`src/rtl/sally_bus_responder_if.sv`:
```
// CPU-side handshake bundle between the video DMA controller / CPU phase
// generator and the bus responder.
interface sally_bus_responder_if;
  logic        pclk0;
  logic        pclk1;
  logic        halt_b;
  logic        ready;
  logic        int_b;
  logic        cpu_rw;
  logic        clear_stats;
  logic        cpu_ce;
  logic        halt_unlock;
  logic        cpu_drive_AB;
  logic        nmi_n_out;
  logic        rdy_stall;
  logic [12:0] halt_cycles;

  modport master (
    output pclk0, pclk1, halt_b, ready, int_b, cpu_rw, clear_stats,
    input  cpu_ce, halt_unlock, cpu_drive_AB, nmi_n_out, rdy_stall, halt_cycles
  );

  modport slave (
    input  pclk0, pclk1, halt_b, ready, int_b, cpu_rw, clear_stats,
    output cpu_ce, halt_unlock, cpu_drive_AB, nmi_n_out, rdy_stall, halt_cycles
  );
endinterface

```
`src/rtl/sally_bus_responder.sv`:
```
// CPU bus responder: gates the CPU clock enable for DMA halts and ready
// stalls, stretches the display-list NMI and counts halted CPU cycles.
module sally_bus_responder (
  input  logic                    clk_sys,
  input  logic                    reset,
  sally_bus_responder_if.slave    bus
);

  localparam logic [1:0] ST_RUN       = 2'd0;
  localparam logic [1:0] ST_HALT_PEND = 2'd1;
  localparam logic [1:0] ST_HALTED    = 2'd2;
  localparam logic [1:0] ST_RESUME    = 2'd3;

  localparam logic [12:0] HALT_CYCLES_MAX = 13'h1FFF;

  logic [1:0]  state_reg, state_next;
  logic        cpu_ce_reg, cpu_ce_next;
  logic        rdy_stall_reg, rdy_stall_next;
  logic [12:0] halt_cycles_reg, halt_cycles_next;
  logic        int_b_prev_reg;
  logic        nmi_pending_reg, nmi_pending_next;
  logic        nmi_ce_seen_reg, nmi_ce_seen_next;

  logic phase0;
  logic phase1;
  logic int_fall;

  // A coincident pclk1 is dropped so the phase-0 decision is the only one made.
  assign phase0   = bus.pclk0;
  assign phase1   = bus.pclk1 & ~bus.pclk0;
  assign int_fall = int_b_prev_reg & ~bus.int_b;

  always_comb begin
    state_next     = state_reg;
    rdy_stall_next = rdy_stall_reg;
    case (state_reg)
      ST_RUN: begin
        if (phase0 && !bus.halt_b)
          state_next = bus.cpu_rw ? ST_HALTED : ST_HALT_PEND;
      end
      ST_HALT_PEND: begin
        if (phase0) begin
          if (bus.cpu_rw)
            state_next = ST_HALTED;
          else if (bus.halt_b)
            state_next = ST_RUN;
        end
      end
      ST_HALTED: begin
        if (phase0 && bus.halt_b)
          state_next = ST_RESUME;
      end
      ST_RESUME: begin
        if (phase1)
          state_next = ST_RUN;
      end
      default: state_next = ST_RUN;
    endcase

    if (phase0) begin
      if (state_reg == ST_RUN && !bus.ready && bus.cpu_rw)
        rdy_stall_next = 1'b1;
      else if (bus.ready)
        rdy_stall_next = 1'b0;
    end
    // Entering a halt overrides any ready stall, which gives halt priority.
    if (state_next == ST_HALTED)
      rdy_stall_next = 1'b0;
  end

  always_comb begin
    cpu_ce_next = phase1 && !rdy_stall_reg &&
                  (state_reg == ST_RUN || state_reg == ST_HALT_PEND);
  end

  // NMI stays low across two delivered cpu_ce pulses; edges are ignored
  // while one is already pending or being driven.
  always_comb begin
    nmi_pending_next = nmi_pending_reg;
    nmi_ce_seen_next = nmi_ce_seen_reg;
    if (!nmi_pending_reg) begin
      if (int_fall) begin
        nmi_pending_next = 1'b1;
        nmi_ce_seen_next = 1'b0;
      end
    end else if (state_reg != ST_HALTED && cpu_ce_reg) begin
      if (nmi_ce_seen_reg) begin
        nmi_pending_next = 1'b0;
        nmi_ce_seen_next = 1'b0;
      end else begin
        nmi_ce_seen_next = 1'b1;
      end
    end
  end

  always_comb begin
    halt_cycles_next = halt_cycles_reg;
    if (bus.clear_stats)
      halt_cycles_next = '0;
    else if (phase0 && state_reg == ST_HALTED && halt_cycles_reg != HALT_CYCLES_MAX)
      halt_cycles_next = halt_cycles_reg + 13'd1;
  end

  always_ff @(posedge clk_sys) begin
    if (reset) begin
      state_reg       <= ST_RUN;
      cpu_ce_reg      <= 1'b0;
      rdy_stall_reg   <= 1'b0;
      halt_cycles_reg <= '0;
      int_b_prev_reg  <= 1'b1;
      nmi_pending_reg <= 1'b0;
      nmi_ce_seen_reg <= 1'b0;
    end else begin
      state_reg       <= state_next;
      cpu_ce_reg      <= cpu_ce_next;
      rdy_stall_reg   <= rdy_stall_next;
      halt_cycles_reg <= halt_cycles_next;
      int_b_prev_reg  <= bus.int_b;
      nmi_pending_reg <= nmi_pending_next;
      nmi_ce_seen_reg <= nmi_ce_seen_next;
    end
  end

  assign bus.cpu_ce       = cpu_ce_reg;
  assign bus.halt_unlock  = (state_reg == ST_HALTED);
  assign bus.cpu_drive_AB = (state_reg != ST_HALTED);
  assign bus.nmi_n_out    = ~(nmi_pending_reg && state_reg != ST_HALTED);
  assign bus.rdy_stall    = rdy_stall_reg;
  assign bus.halt_cycles  = halt_cycles_reg;

endmodule

```
`src/flat_wrapper.sv`:
```
// flat-port wrapper written by rule: the top's interface ports become plain ports
module sally_bus_responder_flat 
  (clk_sys, reset, bus_pclk0, bus_pclk1, bus_halt_b, bus_ready, bus_int_b, bus_cpu_rw, bus_clear_stats, bus_cpu_ce, bus_halt_unlock, bus_cpu_drive_AB, bus_nmi_n_out, bus_rdy_stall, bus_halt_cycles);
  sally_bus_responder_if bus_i ();
  input  logic clk_sys;
  input  logic reset;
  input wire logic [$bits(bus_i.pclk0)-1:0] bus_pclk0;
  input wire logic [$bits(bus_i.pclk1)-1:0] bus_pclk1;
  input wire logic [$bits(bus_i.halt_b)-1:0] bus_halt_b;
  input wire logic [$bits(bus_i.ready)-1:0] bus_ready;
  input wire logic [$bits(bus_i.int_b)-1:0] bus_int_b;
  input wire logic [$bits(bus_i.cpu_rw)-1:0] bus_cpu_rw;
  input wire logic [$bits(bus_i.clear_stats)-1:0] bus_clear_stats;
  output wire logic [$bits(bus_i.cpu_ce)-1:0] bus_cpu_ce;
  output wire logic [$bits(bus_i.halt_unlock)-1:0] bus_halt_unlock;
  output wire logic [$bits(bus_i.cpu_drive_AB)-1:0] bus_cpu_drive_AB;
  output wire logic [$bits(bus_i.nmi_n_out)-1:0] bus_nmi_n_out;
  output wire logic [$bits(bus_i.rdy_stall)-1:0] bus_rdy_stall;
  output wire logic [$bits(bus_i.halt_cycles)-1:0] bus_halt_cycles;
  assign bus_i.pclk0 = bus_pclk0;
  assign bus_i.pclk1 = bus_pclk1;
  assign bus_i.halt_b = bus_halt_b;
  assign bus_i.ready = bus_ready;
  assign bus_i.int_b = bus_int_b;
  assign bus_i.cpu_rw = bus_cpu_rw;
  assign bus_i.clear_stats = bus_clear_stats;
  assign bus_cpu_ce = bus_i.cpu_ce;
  assign bus_halt_unlock = bus_i.halt_unlock;
  assign bus_cpu_drive_AB = bus_i.cpu_drive_AB;
  assign bus_nmi_n_out = bus_i.nmi_n_out;
  assign bus_rdy_stall = bus_i.rdy_stall;
  assign bus_halt_cycles = bus_i.halt_cycles;
  sally_bus_responder u_core (.clk_sys(clk_sys), .reset(reset), .bus(bus_i));
endmodule
```
`config.mk`:
```
export PLATFORM = sky130hd
export DESIGN_NAME = sally_bus_responder_flat
export DESIGN_NICKNAME = d
export VERILOG_FILES = /design/src/rtl/sally_bus_responder_if.sv /design/src/rtl/sally_bus_responder.sv /design/src/flat_wrapper.sv
export SDC_FILE = /design/constraint.sdc
export NUM_CORES = 1
export LEC_CHECK = 0
export CAP_MARGIN = 40
export CELL_PAD_IN_SITES_DETAIL_PLACEMENT = 1
export CELL_PAD_IN_SITES_GLOBAL_PLACEMENT = 1
export CORE_UTILIZATION = 31
export DETAILED_ROUTE_END_ITERATION = 8
export PLACE_DENSITY = 0.72
export SKIP_CTS_REPAIR_TIMING = 1
export SYNTH_ARGS = -nofsm -noshare
export SYNTH_HDL_FRONTEND = slang
export SYNTH_SLANG_ARGS = --single-unit
```
`constraint.sdc`:
```
create_clock -name clk_sys -period 1.7 [get_ports clk_sys]
set_input_delay 0.255 -clock clk_sys [delete_from_list [all_inputs] [get_ports clk_sys]]
set_output_delay 0.255 -clock clk_sys [all_outputs]
set_load 0.05 [all_outputs]
```
## After elaboration in Yosys (flattened, before gate mapping)

Index checks and enable logic that the tools add are counted.

| storage, ports and cells | value |
|---|---|
| flip-flop bits (word level) | 20 |
| bits of input ports | 9 |
| output and inout bits | 18 |
| logic and storage cells | 58 |

| cells by class | value |
|---|---|
| add/sub/neg operators | 1 |
| eq/ne operators | 7 |
| muxes and demuxes | 17 |
| bitwise operators | 5 |
| reduce and logical (&&, ||, !) cells | 21 |

Operator list:

| cell | count |
|---|---|
| $mux 2 | 7 |
| $add 13x1->13 const B | 1 |
| $ne 13x13->1 const B | 1 |
| $logic_and 1x1->1 | 10 |
| $mux 1 | 9 |
| $pmux 2 s4 | 1 |
| $eq 2x2->1 const B | 3 |
| $ne 2x2->1 const B | 2 |
| $reduce_and 2->1 | 2 |
| $reduce_bool 2->1 | 2 |
| $reduce_or 2->1 | 2 |
| $logic_not 1->1 | 3 |
| $not 1->1 | 3 |
| $and 1x1->1 | 2 |
| $eq 2x1->1 const B | 1 |
| $logic_not 2->1 | 1 |
| $logic_or 1x1->1 | 1 |

## Depth between registers and ports, before layout

| logic depth | value |
|---|---|
| depth in word-level cells | 6 |
| gate-level depth with buffers | 5 |
| mapped depth without buffers | 5 |

## Worst setup path after synthesis

No wires, ideal clock.

| timing | value |
|---|---|
| path type | flip-flop to flip-flop |
| start | register u_core.halt_cycles_reg[3], in the netlist u_core.bus.halt_cycles[3] |
| end | register u_core.halt_cycles_reg[9], in the netlist u_core.bus.halt_cycles[9] |
| setup time | 70 ps |
| data arrival time | 2003 ps |
| data required time | 1630 ps |
| path slack | -374 ps |
| cell stages (with the launch flop) | 5 |
| path buffers | 0 |
| period minus slack after synthesis | 2074 ps |
| cells stage by stage | dfxtp_1 > nand4_2 > or4_4 > or4_1 > a21oi_1 |

| between the ends | value |
|---|---|
| cells in the longest elaborated chain, start to end | 2 |
| elaborated cells on any way between the ends | 3 |
| classes of those cells | add/sub (1); eq/ne (1); reduce/logical (1) |

Ends and longest elaborated chain:

| what | line | text |
|---|---|---|
| from (decl) | sally_bus_responder.sv:19 | `logic [12:0] halt_cycles_reg, halt_cycles_next;` |
| from (signal assigned) | sally_bus_responder.sv:117 | `halt_cycles_reg <= halt_cycles_next;` |
| branches (longest 2 deep; another with $add 13x1->13) | - |  |

Several ways; the timed one is not identified.
A chain may end at the register's enable or synchronous reset.

## Worst setup path after layout

| timing | value |
|---|---|
| start | register u_core.halt_cycles_reg[0], in the netlist u_core.bus.halt_cycles[0] |
| end | register u_core.halt_cycles_reg[5], in the netlist u_core.bus.halt_cycles[5] |

Same word-level chain as after synthesis.

==> key figures <==
Status
  • Status: finished clean

Yosys
  • Top FF cell, synth: dfxtp_1
  • Sequential element share of the synthesized area: between 40% and 50%
  • Area leader, netlist: dfxtp_1
  • Syn_nets: between 100 and 150
  • Post-synth EDFFs: 0
  • Synth top area share: between 40% and 50%
  • Post-synthesis register bit count: 20
  • Mapped Cells: 117
  • Mapped Area: ~990 um^2
  • Top post-synthesis cells by area: dfxtp_1 41%, a21oi_1 8.1%, nand3_1 4.6%
  • Ys Warns: 0
  • Ys async rst share: 0%
  • Avg Inst Size Synth: approximately 8.4 um^2
  • Post-synth cell types: 31

Floorplan
  • Core Area: slightly above 3000 um^2
  • Row Count: 20
  • Die span in y: approximately 60 um
  • DIE AREA: between 3000 and 4000 um^2
  • Die width: just under 60 um
  • Starting Density: between 30% and 40%
  • Top Ports: 27

Timing
  • Final setup violation count: 0
  • Clk_skew: 5.33 ps
  • Slew HR: just under 80%
  • Final Hold Viols: 0
  • Fin crit share: just under 100%
  • Max Transition Viols Final: 0
  • Worst Tran Pin Value: around 320 ps
  • Max Clock Freq: about 0.6 GHz
  • RSZ-0062 raised after global routing: yes
  • Crit path time final: approximately 1600 ps
  • Hold Slack: 468 ps

Detailed routing
  • Post-route DRC: 0
  • Total Wirelength: 2910 um
  • Antenna-violating nets left: 0
  • WL/cell: approximately 14 um
  • DR iter-0 viols: 25
  • Via count: 1,055
  • Pre-Repair DR Iteration Count: 4
  • Via density: ~5.2

Layout
  • Fill cells: 362
  • Number of cells in the finished layout apart from fillers: 201
  • Commonest non-fill, non-tap cell in the layout: buf_4
  • Area of the multi-input gates: between 600 and 700 um^2
  • Ant. Diodes: 0
  • Largest register FFs: 13
  • Fin area: about 1500 um^2
  • Commonest non-fill, non-tap cells in the layout: 27 x buf_4, 14 x a21oi_1, 9 x nand3_1, 9 x nor2_1, 9 x dfxtp_1
  • Register area: roughly 430 um^2
  • Area delta synth->final: 50.4%
  • Layout cell share with drive strength beyond 1: between 30 and 40%
  • Nets: ~170

Global route
  • Largest net degree at the start of global routing: 12
  • GRT Util Overall: 17.6%
  • First-pass GRT wire length: ~4700 um
  • Grt ovf: 0
  • Vias in the first global route: ~1,000
  • Initial antenna violation count: 0

Placed design
  • GP Congestion: 0.776
  • Placed cell area: around 1400 um^2
  • I/O Buffers: 26
  • Dpl hpwl: about 2400 um
  • Placed Instances: 197

Critical path
  • Reg-to-Reg End: u_core.bus.halt_cycles[5]
  • FF-to-FF Start: u_core.bus.halt_cycles[0]
  • Crit path max fanout: 7
  • Critical path class: register to register
  • Reg2Reg Setup Slack: 60 ps
  • Critical path's largest stage delay: ~500 ps
  • Length in cells of the worst reg-to-reg path: 6
  • Crit path launch type: register
  • Data required time of the worst path: ~1900 ps
  • Crit end category: register
  • Crit-path slowest cell: or4_1
  • CP Cell Sequence: ha_2, nand3_1, nor4_2, buf_4, or4_1, a21oi_2
  • CP Launch Point: u_core.bus.halt_cycles[0]
  • Worst path arrival time: 1870 ps

Clock tree
  • Clock Latency Late Sink: about 300 ps
  • CTS Buf Count: 3
  • TritonCTS sink count: 20
  • CTS tree: yes
  • H-tree lvl count: 1
  • Reg clk slew, reported paths: 120 ps
  • Root Buffer: clkbuf_4
  • Clock Tree Buf Depth: 2

Worst hold path
  • Hold path start: u_core.bus.rdy_stall
  • Hold Crit Class: register to register
  • Worst hold path cell count: 1
  • Worst hold endpoint: u_core.bus.cpu_ce

Power and ir drop
  • Psw: 0.229 mW
  • Static Leak: 0.556 nW
  • Pwr per Cell Area: 573 nW/um^2
  • Clock network power share: between 20% and 30%
  • Overall power: about 0.85 mW
  • Pint: around 0.62 mW
  • Logic pwr share: 16.0%
  • Sw frac: 26.9%
  • Sequential power share: 55.8%
  • VDD IR-drop max: approximately 0.24 mV

Job
  • Max_cap viols: 0
## how the worst max path moves through the flow
stage / endpoint / cells past startpoint
after floorplan: u_core.bus.halt_cycles[9] / 4
after global placement: u_core.bus.halt_cycles[9] / 5
after detailed placement: u_core.bus.halt_cycles[9] / 5
after CTS: u_core.bus.halt_cycles[9] / 5
after global routing: u_core.bus.halt_cycles[9] / 4
final: u_core.bus.halt_cycles[5] / 6
## cell usage after synthesis (all sizes together), types with 2 or more instances
master   n
a21oi   16
nand2    5
and4     3
nand4    3
inv      5
nand3    9
or3      2
or4      6
or2      3
nand2b   3
nor2b    2
clkbuf   2
o311ai   2
o21ai    7
o41ai    2
dfxtp   20
and3b    2
o31ai    5
nor2     9
nor3     2
## power groups by stage
| stage | combinational, mW | sequential [mW] | clock [mW] |
|---|---|---|---|
| 6_report | 0.136 | 0.475 | 0.241 |
| 5_1_grt | 0.144 | 0.476 | 0.264 |
| 4_1_cts | 0.136 | 0.475 | 0.249 |
| 3_5_place_dp | 0.136 | 0.485 | 0 |
| 3_3_place_gp | 0.132 | 0.485 | 0 |
| 2_1_floorplan | 0.0534 | 0.496 | 0 |
## layer usage
metal  wire length, um  GRT usage [%]  part of all wire (%)  vias up
met2              1530           34.0                    53       17
met5                 0              0                     0        -
li1                  -              -                     -      527
met1              1290           21.0                    44      509
met3                76           2.64                   2.6        2
met4                19           2.04                  0.65        0
## layout make-up
type	instances	area share, %
inverters	5	1.26
multi-input cells	90	41.0
flip-flops and latches	20	29.0
repair buffers	38	23.2
well taps	44	3.70
clock buffers	4	1.77
## cells by family (layout without fill, tap and decap cells)
family                   after synthesis  after routing  synth area share (%)
AO/OA/AOI/OAI                         35             35                  21.5
adder cells (fa/ha/maj)                1              1                  1.27
buffers and inverters                  7             47                  2.66
flip-flops                            20             20                  40.5
AND/OR/NAND/NOR                       54             54                  34.1
## worst max-delay path: cells and delay by family (launching register included)
| kind | cells | cell delay [ps] |
|---|---|---|
| compound gates | 1 | 150 |
| flops | 1 | 380 |
| buf+inv | 1 | 160 |
| fa+ha+maj | 1 | 210 |
| simple gates | 3 | 680 |
## through the flow
step / setup WS, ps / utilization, % / TNS, ps
2_1_floorplan: 6.36 / - / 0
3_3_place_gp: -311 / 47.3 / -1880
3_5_place_dp: -379 / 47.3 / -2380
4_1_cts: -68.5 / 48.1 / -68.5
5_1_grt: 3.27 / 49.1 / 0
6_report: 59.9 / 49.1 / 0
Note: power is estimated with default switching activity, not from simulation.
